`src/rtl/mem_cmd_pkg.sv`:
```
// Shared constants for the memory command engine: opcodes, response bytes
// and the state encoding used by mem_cmd_engine.
package mem_cmd_pkg;

    // Command opcodes. All eight bits must match exactly.
    localparam logic [7:0] OP_READ  = 8'h01;
    localparam logic [7:0] OP_WRITE = 8'h02;
    localparam logic [7:0] OP_FILL  = 8'h03;
    localparam logic [7:0] OP_PING  = 8'h04;

    // Response bytes sent back over the transmitter.
    localparam logic [7:0] RSP_ACK  = 8'h06;
    localparam logic [7:0] RSP_NAK  = 8'h15;
    localparam logic [7:0] RSP_PING = 8'hA5;

    // Engine state encoding.
    localparam logic [3:0] ST_IDLE      = 4'd0;
    localparam logic [3:0] ST_HDR       = 4'd1;
    localparam logic [3:0] ST_RD_ISSUE  = 4'd2;
    localparam logic [3:0] ST_RD_WAIT   = 4'd3;
    localparam logic [3:0] ST_RD_SEND   = 4'd4;
    localparam logic [3:0] ST_WR_DATA   = 4'd5;
    localparam logic [3:0] ST_FILL_DATA = 4'd6;
    localparam logic [3:0] ST_FILL_LOOP = 4'd7;
    localparam logic [3:0] ST_RESP      = 4'd8;

endpackage

```
`src/rtl/rx_watchdog.sv`:
```
// Inter-byte watchdog. Counts enabled cycles without a clear; expire is high
// in the TIMEOUT-th consecutive idle cycle so the engine can abort the frame.
module rx_watchdog #(
    parameter int unsigned TIMEOUT = 100000
) (
    input  logic clk,
    input  logic rst_n,
    input  logic en,
    input  logic clr,
    output logic expire
);

    localparam int unsigned CNT_W = (TIMEOUT < 2) ? 1 : $clog2(TIMEOUT + 1);
    localparam logic [CNT_W-1:0] LIMIT = CNT_W'(TIMEOUT - 1);

    logic [CNT_W-1:0] cnt;

    // Idle-cycle counter, held at zero while disabled or on every received byte.
    always_ff @(posedge clk or negedge rst_n) begin
        if (!rst_n) begin
            cnt <= '0;
        end else if (!en || clr) begin
            cnt <= '0;
        end else if (cnt != LIMIT) begin
            cnt <= cnt + CNT_W'(1);
        end
    end

    assign expire = en && !clr && (cnt == LIMIT);

endmodule

```
`src/rtl/mem_cmd_engine.sv`:
```
// Byte-stream memory command engine. Parses opcode/length/address frames from
// a receiver, performs READ/WRITE/FILL/PING against a synchronous memory and
// returns data or status bytes through a transmitter handshake.
module mem_cmd_engine
    import mem_cmd_pkg::*;
#(
    parameter int unsigned ADDR_W     = 16,
    parameter int unsigned LEN_W      = 8,
    parameter int unsigned RD_LATENCY = 1,
    parameter int unsigned TIMEOUT    = 100000
) (
    input  logic              clk,
    input  logic              rst_n,
    input  logic              rx_valid,
    input  logic [7:0]        rx_data,
    input  logic              tx_busy,
    output logic              tx_start,
    output logic [7:0]        tx_data,
    output logic              mem_rd,
    output logic              mem_wr,
    output logic [ADDR_W-1:0] mem_addr,
    output logic [7:0]        mem_wdata,
    input  logic [7:0]        mem_rdata,
    output logic              busy,
    output logic              err_timeout,
    output logic              err_opcode
);

    localparam int unsigned HDR_W     = LEN_W + ADDR_W;
    localparam int unsigned HDR_BYTES = HDR_W / 8;
    localparam int unsigned HCNT_W    = (HDR_BYTES < 2) ? 1 : $clog2(HDR_BYTES);
    localparam logic [HCNT_W-1:0] HDR_LAST = HCNT_W'(HDR_BYTES - 1);
    localparam logic [1:0] WAIT_INIT = 2'(RD_LATENCY - 1);

    logic [3:0]        state;
    logic [7:0]        opcode;
    logic [HDR_W-9:0]  hdr_sr;
    logic [HCNT_W-1:0] hdr_cnt;
    logic [LEN_W-1:0]  cnt;
    logic [ADDR_W-1:0] addr;
    logic [7:0]        fill_byte;
    logic [7:0]        resp_byte;
    logic [1:0]        wait_cnt;
    logic              tx_start_q;
    logic              tx_ready;
    logic              wd_en;
    logic              wd_expire;
    logic [HDR_W-1:0]  hdr_full;

    // Header bytes arrive MSB first; the last byte completes length and address.
    assign hdr_full = {hdr_sr, rx_data};

    // Transmitter free: not busy and no start issued this or the previous cycle,
    // covering the gap before the transmitter reflects a fresh start in tx_busy.
    assign tx_ready = !tx_busy && !tx_start && !tx_start_q;

    assign busy  = (state != ST_IDLE);
    assign wd_en = (state == ST_HDR) || (state == ST_WR_DATA) || (state == ST_FILL_DATA);

    rx_watchdog #(
        .TIMEOUT (TIMEOUT)
    ) u_rx_watchdog (
        .clk    (clk),
        .rst_n  (rst_n),
        .en     (wd_en),
        .clr    (rx_valid),
        .expire (wd_expire)
    );

    // Frame sequencing, memory strobes and transmitter handshake.
    always_ff @(posedge clk or negedge rst_n) begin
        if (!rst_n) begin
            state       <= ST_IDLE;
            opcode      <= '0;
            hdr_sr      <= '0;
            hdr_cnt     <= '0;
            cnt         <= '0;
            addr        <= '0;
            fill_byte   <= '0;
            resp_byte   <= '0;
            wait_cnt    <= '0;
            tx_start_q  <= 1'b0;
            tx_start    <= 1'b0;
            tx_data     <= '0;
            mem_rd      <= 1'b0;
            mem_wr      <= 1'b0;
            mem_addr    <= '0;
            mem_wdata   <= '0;
            err_timeout <= 1'b0;
            err_opcode  <= 1'b0;
        end else begin
            tx_start    <= 1'b0;
            mem_rd      <= 1'b0;
            mem_wr      <= 1'b0;
            err_timeout <= 1'b0;
            err_opcode  <= 1'b0;
            tx_start_q  <= tx_start;

            case (state)
                ST_IDLE: begin
                    hdr_cnt <= '0;
                    if (rx_valid) begin
                        opcode <= rx_data;
                        if (rx_data == OP_PING) begin
                            resp_byte <= RSP_PING;
                            state     <= ST_RESP;
                        end else begin
                            state <= ST_HDR;
                        end
                    end
                end

                ST_HDR: begin
                    if (wd_expire) begin
                        err_timeout <= 1'b1;
                        state       <= ST_IDLE;
                    end else if (rx_valid) begin
                        if (hdr_cnt == HDR_LAST) begin
                            cnt  <= hdr_full[ADDR_W +: LEN_W];
                            addr <= hdr_full[ADDR_W-1:0];
                            case (opcode)
                                OP_READ:  state <= ST_RD_ISSUE;
                                OP_WRITE: state <= ST_WR_DATA;
                                OP_FILL:  state <= ST_FILL_DATA;
                                default: begin
                                    err_opcode <= 1'b1;
                                    resp_byte  <= RSP_NAK;
                                    state      <= ST_RESP;
                                end
                            endcase
                        end else begin
                            hdr_sr  <= hdr_full[HDR_W-9:0];
                            hdr_cnt <= hdr_cnt + HCNT_W'(1);
                        end
                    end
                end

                ST_RD_ISSUE: begin
                    if (tx_ready) begin
                        mem_rd   <= 1'b1;
                        mem_addr <= addr;
                        wait_cnt <= WAIT_INIT;
                        state    <= ST_RD_WAIT;
                    end
                end

                ST_RD_WAIT: begin
                    if (wait_cnt == 2'd0) begin
                        state <= ST_RD_SEND;
                    end else begin
                        wait_cnt <= wait_cnt - 2'd1;
                    end
                end

                ST_RD_SEND: begin
                    tx_data  <= mem_rdata;
                    tx_start <= 1'b1;
                    if (cnt == '0) begin
                        state <= ST_IDLE;
                    end else begin
                        cnt   <= cnt - LEN_W'(1);
                        addr  <= addr + ADDR_W'(1);
                        state <= ST_RD_ISSUE;
                    end
                end

                ST_WR_DATA: begin
                    if (wd_expire) begin
                        err_timeout <= 1'b1;
                        state       <= ST_IDLE;
                    end else if (rx_valid) begin
                        mem_wr    <= 1'b1;
                        mem_wdata <= rx_data;
                        mem_addr  <= addr;
                        addr      <= addr + ADDR_W'(1);
                        if (cnt == '0) begin
                            resp_byte <= RSP_ACK;
                            state     <= ST_RESP;
                        end else begin
                            cnt <= cnt - LEN_W'(1);
                        end
                    end
                end

                ST_FILL_DATA: begin
                    if (wd_expire) begin
                        err_timeout <= 1'b1;
                        state       <= ST_IDLE;
                    end else if (rx_valid) begin
                        fill_byte <= rx_data;
                        state     <= ST_FILL_LOOP;
                    end
                end

                ST_FILL_LOOP: begin
                    mem_wr    <= 1'b1;
                    mem_wdata <= fill_byte;
                    mem_addr  <= addr;
                    addr      <= addr + ADDR_W'(1);
                    if (cnt == '0) begin
                        resp_byte <= RSP_ACK;
                        state     <= ST_RESP;
                    end else begin
                        cnt <= cnt - LEN_W'(1);
                    end
                end

                ST_RESP: begin
                    if (tx_ready) begin
                        tx_data  <= resp_byte;
                        tx_start <= 1'b1;
                        state    <= ST_IDLE;
                    end
                end

                default: state <= ST_IDLE;
            endcase
        end
    end

endmodule

```
`config.mk`:
```
export PLATFORM = sky130hd
export DESIGN_NAME = mem_cmd_engine
export DESIGN_NICKNAME = d
export VERILOG_FILES = /design/src/rtl/mem_cmd_pkg.sv /design/src/rtl/rx_watchdog.sv /design/src/rtl/mem_cmd_engine.sv
export SDC_FILE = /design/constraint.sdc
export NUM_CORES = 1
export LEC_CHECK = 0
export CAP_MARGIN = 40
export CORE_MARGIN = 1
export CORE_UTILIZATION = 40
export DETAILED_ROUTE_END_ITERATION = 8
export DONT_BUFFER_PORTS = 1
export PLACE_DENSITY = 0.63
export REMOVE_ABC_BUFFERS = 1
export SLEW_MARGIN = 30
export SYNTH_ARGS = -nofsm -noshare
export SYNTH_HDL_FRONTEND = slang
export SYNTH_HIERARCHICAL = 1
export SYNTH_SLANG_ARGS = --single-unit
```
`constraint.sdc`:
```
create_clock -name clk -period 7.6 [get_ports clk]
set_input_delay 0.76 -clock clk [delete_from_list [all_inputs] [get_ports clk]]
set_output_delay 0.76 -clock clk [all_outputs]
set_load 0.02 [all_outputs]
```
# Word level (Yosys, flattened, before mapping)
# Index checks and enable logic that the tools add are counted.
# totals
reg_bits,127
in_bits,20
wordCells,170
output_inout_bits,38
# classes
n_eq_ne,33
mux,71
bitwise_logic,2
reduce_logical,40
addsub,5
# op_table
cell,count
$mux 16,9
$mux 8,18
$pmux 16 s4,1
$mux 4,13
$pmux 16 s3,1
$pmux 4 s9,1
$mux 17,2
$pmux 8 s2,2
$pmux 8 s4,1
$ne 2x2->1 const B,13
$pmux 8 s3,1
$add 17x1->17 const B,1
$eq 17x17->1 const B,1
$ne 17x17->1 const B,1
$add 16x1->16 const B,1
$eq 4x3->1 const B,4
$eq 8x2->1 const B,2
$mux 2,6
$pmux 4 s3,1
$reduce_and 4->1,3
$reduce_bool 4->1,3
$mux 1,11
$reduce_bool 2->1,5
$ne 3x2->1 const B,3
other kinds (29),47

# Logic depth before layout (Yosys ltp)
# logic_depth
word_depth,7
mapped_depth,13
ltp_nobuf,9

# Cells and area by module
# The synthesis kept the hierarchy.
# by_module_without_submodules
module,area_each_um2,instances,cells_per_inst,seq_area_each_um2
mem_cmd_engine,5139.9,1,481,2677.6
rx_watchdog,1017.2,1,107,425.4

# Worst setup path after synthesis
# OpenSTA, ideal clock, no wires.
# synth_path
kind,reg2reg
startpoint,register state[0]
endpoint,register mem_addr[0]
setup_slack_ns,4.766
synth_period_minus_slack_ns,2.834
n_path_buf,4
setup_ns,0.125
arrival_time_ns,2.709
required_time_ns,7.475
stages_incl_launch_ff,14
cell_sequence,dfrtp_1 -> buf_2 -> nand3b_1 -> a21oi_1 -> nand2b_1 -> buf_1 -> nor2_1 -> nor2b_1 -> o21bai_2 -> inv_1 -> or2_1 -> buf_2 -> buf_2 -> mux2_2
# synth_between
elab_chain_cells,7
word_cells_on_any_way,15
cone_classes,8 x eq/ne; 1 x mux; 6 x reduce/logical
# synth_lines
item,line_no,text
start: declaration,mem_cmd_engine.sv:35,logic [3:0] state;
start signal: assignment,mem_cmd_engine.sv:73,state <= ST_IDLE;
start signal: assignment,mem_cmd_engine.sv:106,state <= ST_RESP;
start signal: assignment,mem_cmd_engine.sv:108,state <= ST_HDR;
$eq 4x1->1 / $eq 4x3->1 (equally long branches),mem_cmd_engine.sv:58,assign wd_en = (state == ST_HDR) || (state == ST_WR_DATA) || (state == ST_FILL_DATA);
$logic_or 1x1->1,mem_cmd_engine.sv:58,
$logic_or 1x1->1 *,mem_cmd_engine.sv:58,
named net wd_en,mem_cmd_engine.sv:46,logic wd_en;
$logic_and 1x1->1 * (2 in series),rx_watchdog.sv:29,assign expire = en && !clr && (cnt == LIMIT);
named net wd_expire,mem_cmd_engine.sv:47,logic wd_expire;
$ne 2x2->1 (no line) *,n/a,
$reduce_and 4->1 (no line) *,n/a,
end signal: assignment,mem_cmd_engine.sv:141,mem_addr <= addr;
end signal: assignment,mem_cmd_engine.sv:174,mem_addr <= addr;
end signal: assignment,mem_cmd_engine.sv:198,mem_addr <= addr;
end: declaration,mem_cmd_engine.sv:21,"output logic [ADDR_W-1:0] mem_addr,"
# Mark *: on every way through the listed nets, which the timed path passes. The rest lies on a longest branch.
# A chain may end at the register's enable or synchronous reset.

# Worst setup path after layout
# layout_path
startpoint,register state[1]
endpoint,register mem_addr[6]
# The elaborated chain is that of the path after synthesis.

==> impl_summary.md <==
Synth
The synthesis-stage register bit count is roughly 120. For this run, asynchronously set or reset flops after synthesis account for 100%. The synthesized design contains 0 enable-type register cells. The synthesized netlist contains 63 unique library cells.

The area of the mapped netlist is 0.00616 mm^2. The number of instances in the synthesized netlist is approximately 590. For this run, the leading register cell type out of synthesis is dfrtp_1. Sequential cells were found to cover 50.4% of the synthesized design area. The post-synthesis average cell area is 10.5 um^2. The yosys synthesis warning count is 6.

CTS
The clock passes through at most 2 buffers. Once the clock tree was built, the resizer swapped 0 gates to a different size. Clock tree synthesis found a total of 124 sinks.

Hold repair after CTS inserted 0 buffers. The post-CTS setup-driven buffer insertion count is 0. The source-to-sink clock delay at the later pin of the worst-skew pair is 0.42 ns. In this run the clock root is driven by a clkbuf_16.

The TritonCTS buffer count is 17. After clock tree synthesis, the clock-pin slew on the worst setup and hold paths is 0.06 ns. TritonCTS built the clock tree. The H-tree depth reported by CTS is 4.

Layout
The commonest non-fill, non-tap cell in the layout is dfrtp_1. The number of nets in the final layout is 610. The filler cells instantiated in the layout total 1361. The repair_antennas step left the layout with diodes totalling 0.

The top cell types in the final layout, fill and taps aside, are 124 x dfrtp_1, 61 x nand2_1, 48 x mux2_2, 40 x o21ai_0, 30 x a21oi_1. The fraction of final layout cells sized beyond drive strength 1 is 16.6%. The area added between synthesis and finish is 12.9%.

Power
The reported leakage power is around 3 nW. For this design the ratio of total power to cell area is between 400 and 500 mW/mm^2. Across the VDD grid, the largest voltage drop is between 0.2 and 0.25 mV.

Timing
Subtracting the final worst setup slack from the clock period gives about 3.7 ns. Setup repair after global routing left no endpoint under its margin. The final clock skew is 0.00848 ns. The total setup violations reported at the end of the flow is 0. The number of hold violations in the final report is 0.

The tightest slew margin relative to the limit is 50.1%. The count of final max-slew check failures is 0. Summed over all failing endpoints, the final setup total negative slack is 0 ns. The setup slack after layout is a little under 4 ns. At the pin with the least slew margin, the transition time is 0.746 ns.

The final period utilization is 49.3%. The maximum frequency from static timing analysis is 267 MHz.

Hold path
The class of the most critical hold timing path is primary input to asynchronous set/reset pin.

Detailed routing
After detailed routing, the average wire length per cell comes to 17.7 um. The per-cell via count in the routed design is 5.80. The total via count after detailed routing is approximately 4500. After detailed routing, the number of remaining DRC violations is 0. After the first detailed-routing iteration, the DRC count stood at 301. In this run the remaining antenna-violating nets after routing total 0. For this run, the detailed router's first-pass iteration total came to 4. The routed wire length is 13.8 mm.

Die
58 I/O pins were placed. The standard cell core area is 0.0148 mm^2. The starting density of the core is 41.7%.

The die covers ~0.016 mm^2. From bottom edge to top edge, the die measures 126 um. After floorplanning, the core was divided into 44 placement rows. The width of the die is 126 um.

GRT
The number of antenna violations at the first check in global routing is 0. The via count of the first global-routing pass came to 4492. Global routing consumed, over all layers together, 18.5% of the routing resources. The largest net degree at the start of global routing is 125.

The overall overflow remaining after global route is 0. The first global-routing pass estimated 23.0 mm of wire.

Placement
The count of buffers added on input and output ports is 0. Routability-driven placement finished with a final weighted congestion of roughly 0.83. The HPWL reported at the end of detailed placement is between 9 and 10 mm. Timing analysis after detailed placement gives a worst setup slack of 3.88 ns.

Worst setup path
The data required time at the worst endpoint is 7.90 ns. The critical path arrival is roughly 4 ns. The worst register-to-register path has a depth of 9. The kind of start point of the critical path is a flip-flop.

Of all nets on the critical path, the largest fanout is 19. STA classifies the critical path endpoint as a flip-flop. The source of the critical timing path is state[1].

The worst setup path category is flip-flop to flip-flop. In this run the critical register-to-register path is launched from state[1].

Run status
The run finished with clean final reports.

Run
Across the run, the number of max-cap violations was 0.
[metrics by stage]
| step | util, % | power, mW | area (um^2) | hold slack (ns) | cells |
|---|---|---|---|---|---|
| after floorplan | - | 1.76 | 6010 | 0.434 | 559 |
| after global placement | 42.4 | 1.92 | 6260 | 0.457 | 746 |
| after detailed placement | 42.6 | 1.97 | 6280 | 0.469 | 748 |
| after CTS | 47.0 | 2.87 | 6940 | 0.0206 | 780 |
| after global routing | 47.1 | 3.03 | 6950 | 0.0139 | 781 |
| final | 47.1 | 2.86 | 6950 | 0.0304 | 781 |
[sequential cells by signal, summed over array words and instances, names as in the netlist]
| register | cells |
|---|---|
| hdr_cnt | 2 |
| err_opcode | 1 |
| tx_data | 8 |
| hdr_sr | 16 |
| u_rx_watchdog/cnt | 17 |
| addr | 16 |
| opcode | 8 |
| wait_cnt | 2 |
| mem_wr | 1 |
| resp_byte | 5 |
| state | 4 |
| err_timeout | 1 |
| mem_addr | 16 |
| tx_start | 1 |
| mem_rd | 1 |
| tx_start_q | 1 |
| mem_wdata | 8 |
| cnt | 8 |
| fill_byte | 8 |
[Yosys cell counts (11+ instances only)]
cell type	count	area [um^2]
a22o_1	12	105
dfrtp_1	124	3100
inv_1	15	56.3
nand2_1	61	229
nand4_1	11	68.8
mux2i_1	21	210
o21ai_0	40	200
a21oi_1	30	150
nor3_1	11	55.1
nand3_1	24	120
buf_2	13	65.1
nand2b_1	11	68.8
mux2_2	48	541
o22ai_1	11	68.8
nor2_1	30	113
[worst max-delay path: stages (launching register included)]
cell and delay [ns]:
dfrtp_1 0.69, nand3b_1 0.18, a21oi_1 0.33, nand2b_1 0.28, nor2_1 0.48, nor2b_1 0.17, o21bai_2 0.47, inv_1 0.12
or2_1 0.52, mux2_2 0.39
[final timing paths]
path	to	slack (ns)
max in group asynchronous	addr[15]	7.42
hold / removal	u_rx_watchdog/cnt[11]	0.03
hold reg to reg	resp_byte[2]	0.48
min in group clk	resp_byte[2]	0.48
setup / recovery	mem_addr[6]	3.85
setup reg to reg	mem_addr[6]	3.85
[routing by layer]
metal | track usage, % | vias up | part of all wire, %
li1 | - | 2163 | -
met1 | 23.4 | 2249 | 45
met2 | 29.9 | 102 | 48
met3 | 5.82 | 17 | 4.8
met4 | 6.38 | 0 | 1.6
met5 | 0 | - | 0
[cell type report]
type	instances	area [um^2]	area share, %
inverters	15	56.3	0.810
clock buffers	19	443	6.37
multi-input cells	420	2860	41.1
flip-flops and latches	124	3100	44.7
clock inverters	13	215	3.10
repair buffers	6	46.3	0.666
well taps	184	230	3.31
[cell families (layout without fill, tap and decap cells)]
logic type / count (synthesis) / after routing / share of synthesized area (%)
AO/OA/AOI/OAI: 140 / 140 / 14.7
adder cells (fa/ha/maj): 6 / 6 / 1.22
buffers and inverters: 44 / 53 / 3.37
flip-flops: 124 / 124 / 50.4
multiplexers: 70 / 70 / 12.4
AND/OR/NAND/NOR: 204 / 204 / 18.0
[where the power goes]
part	switching (mW)	internal [mW]
Clock	0.303	0.593
Combinational	0.355	0.351
Sequential	0.341	0.914
Total	0.999	1.86
Power figures use the tool's default switching activity.
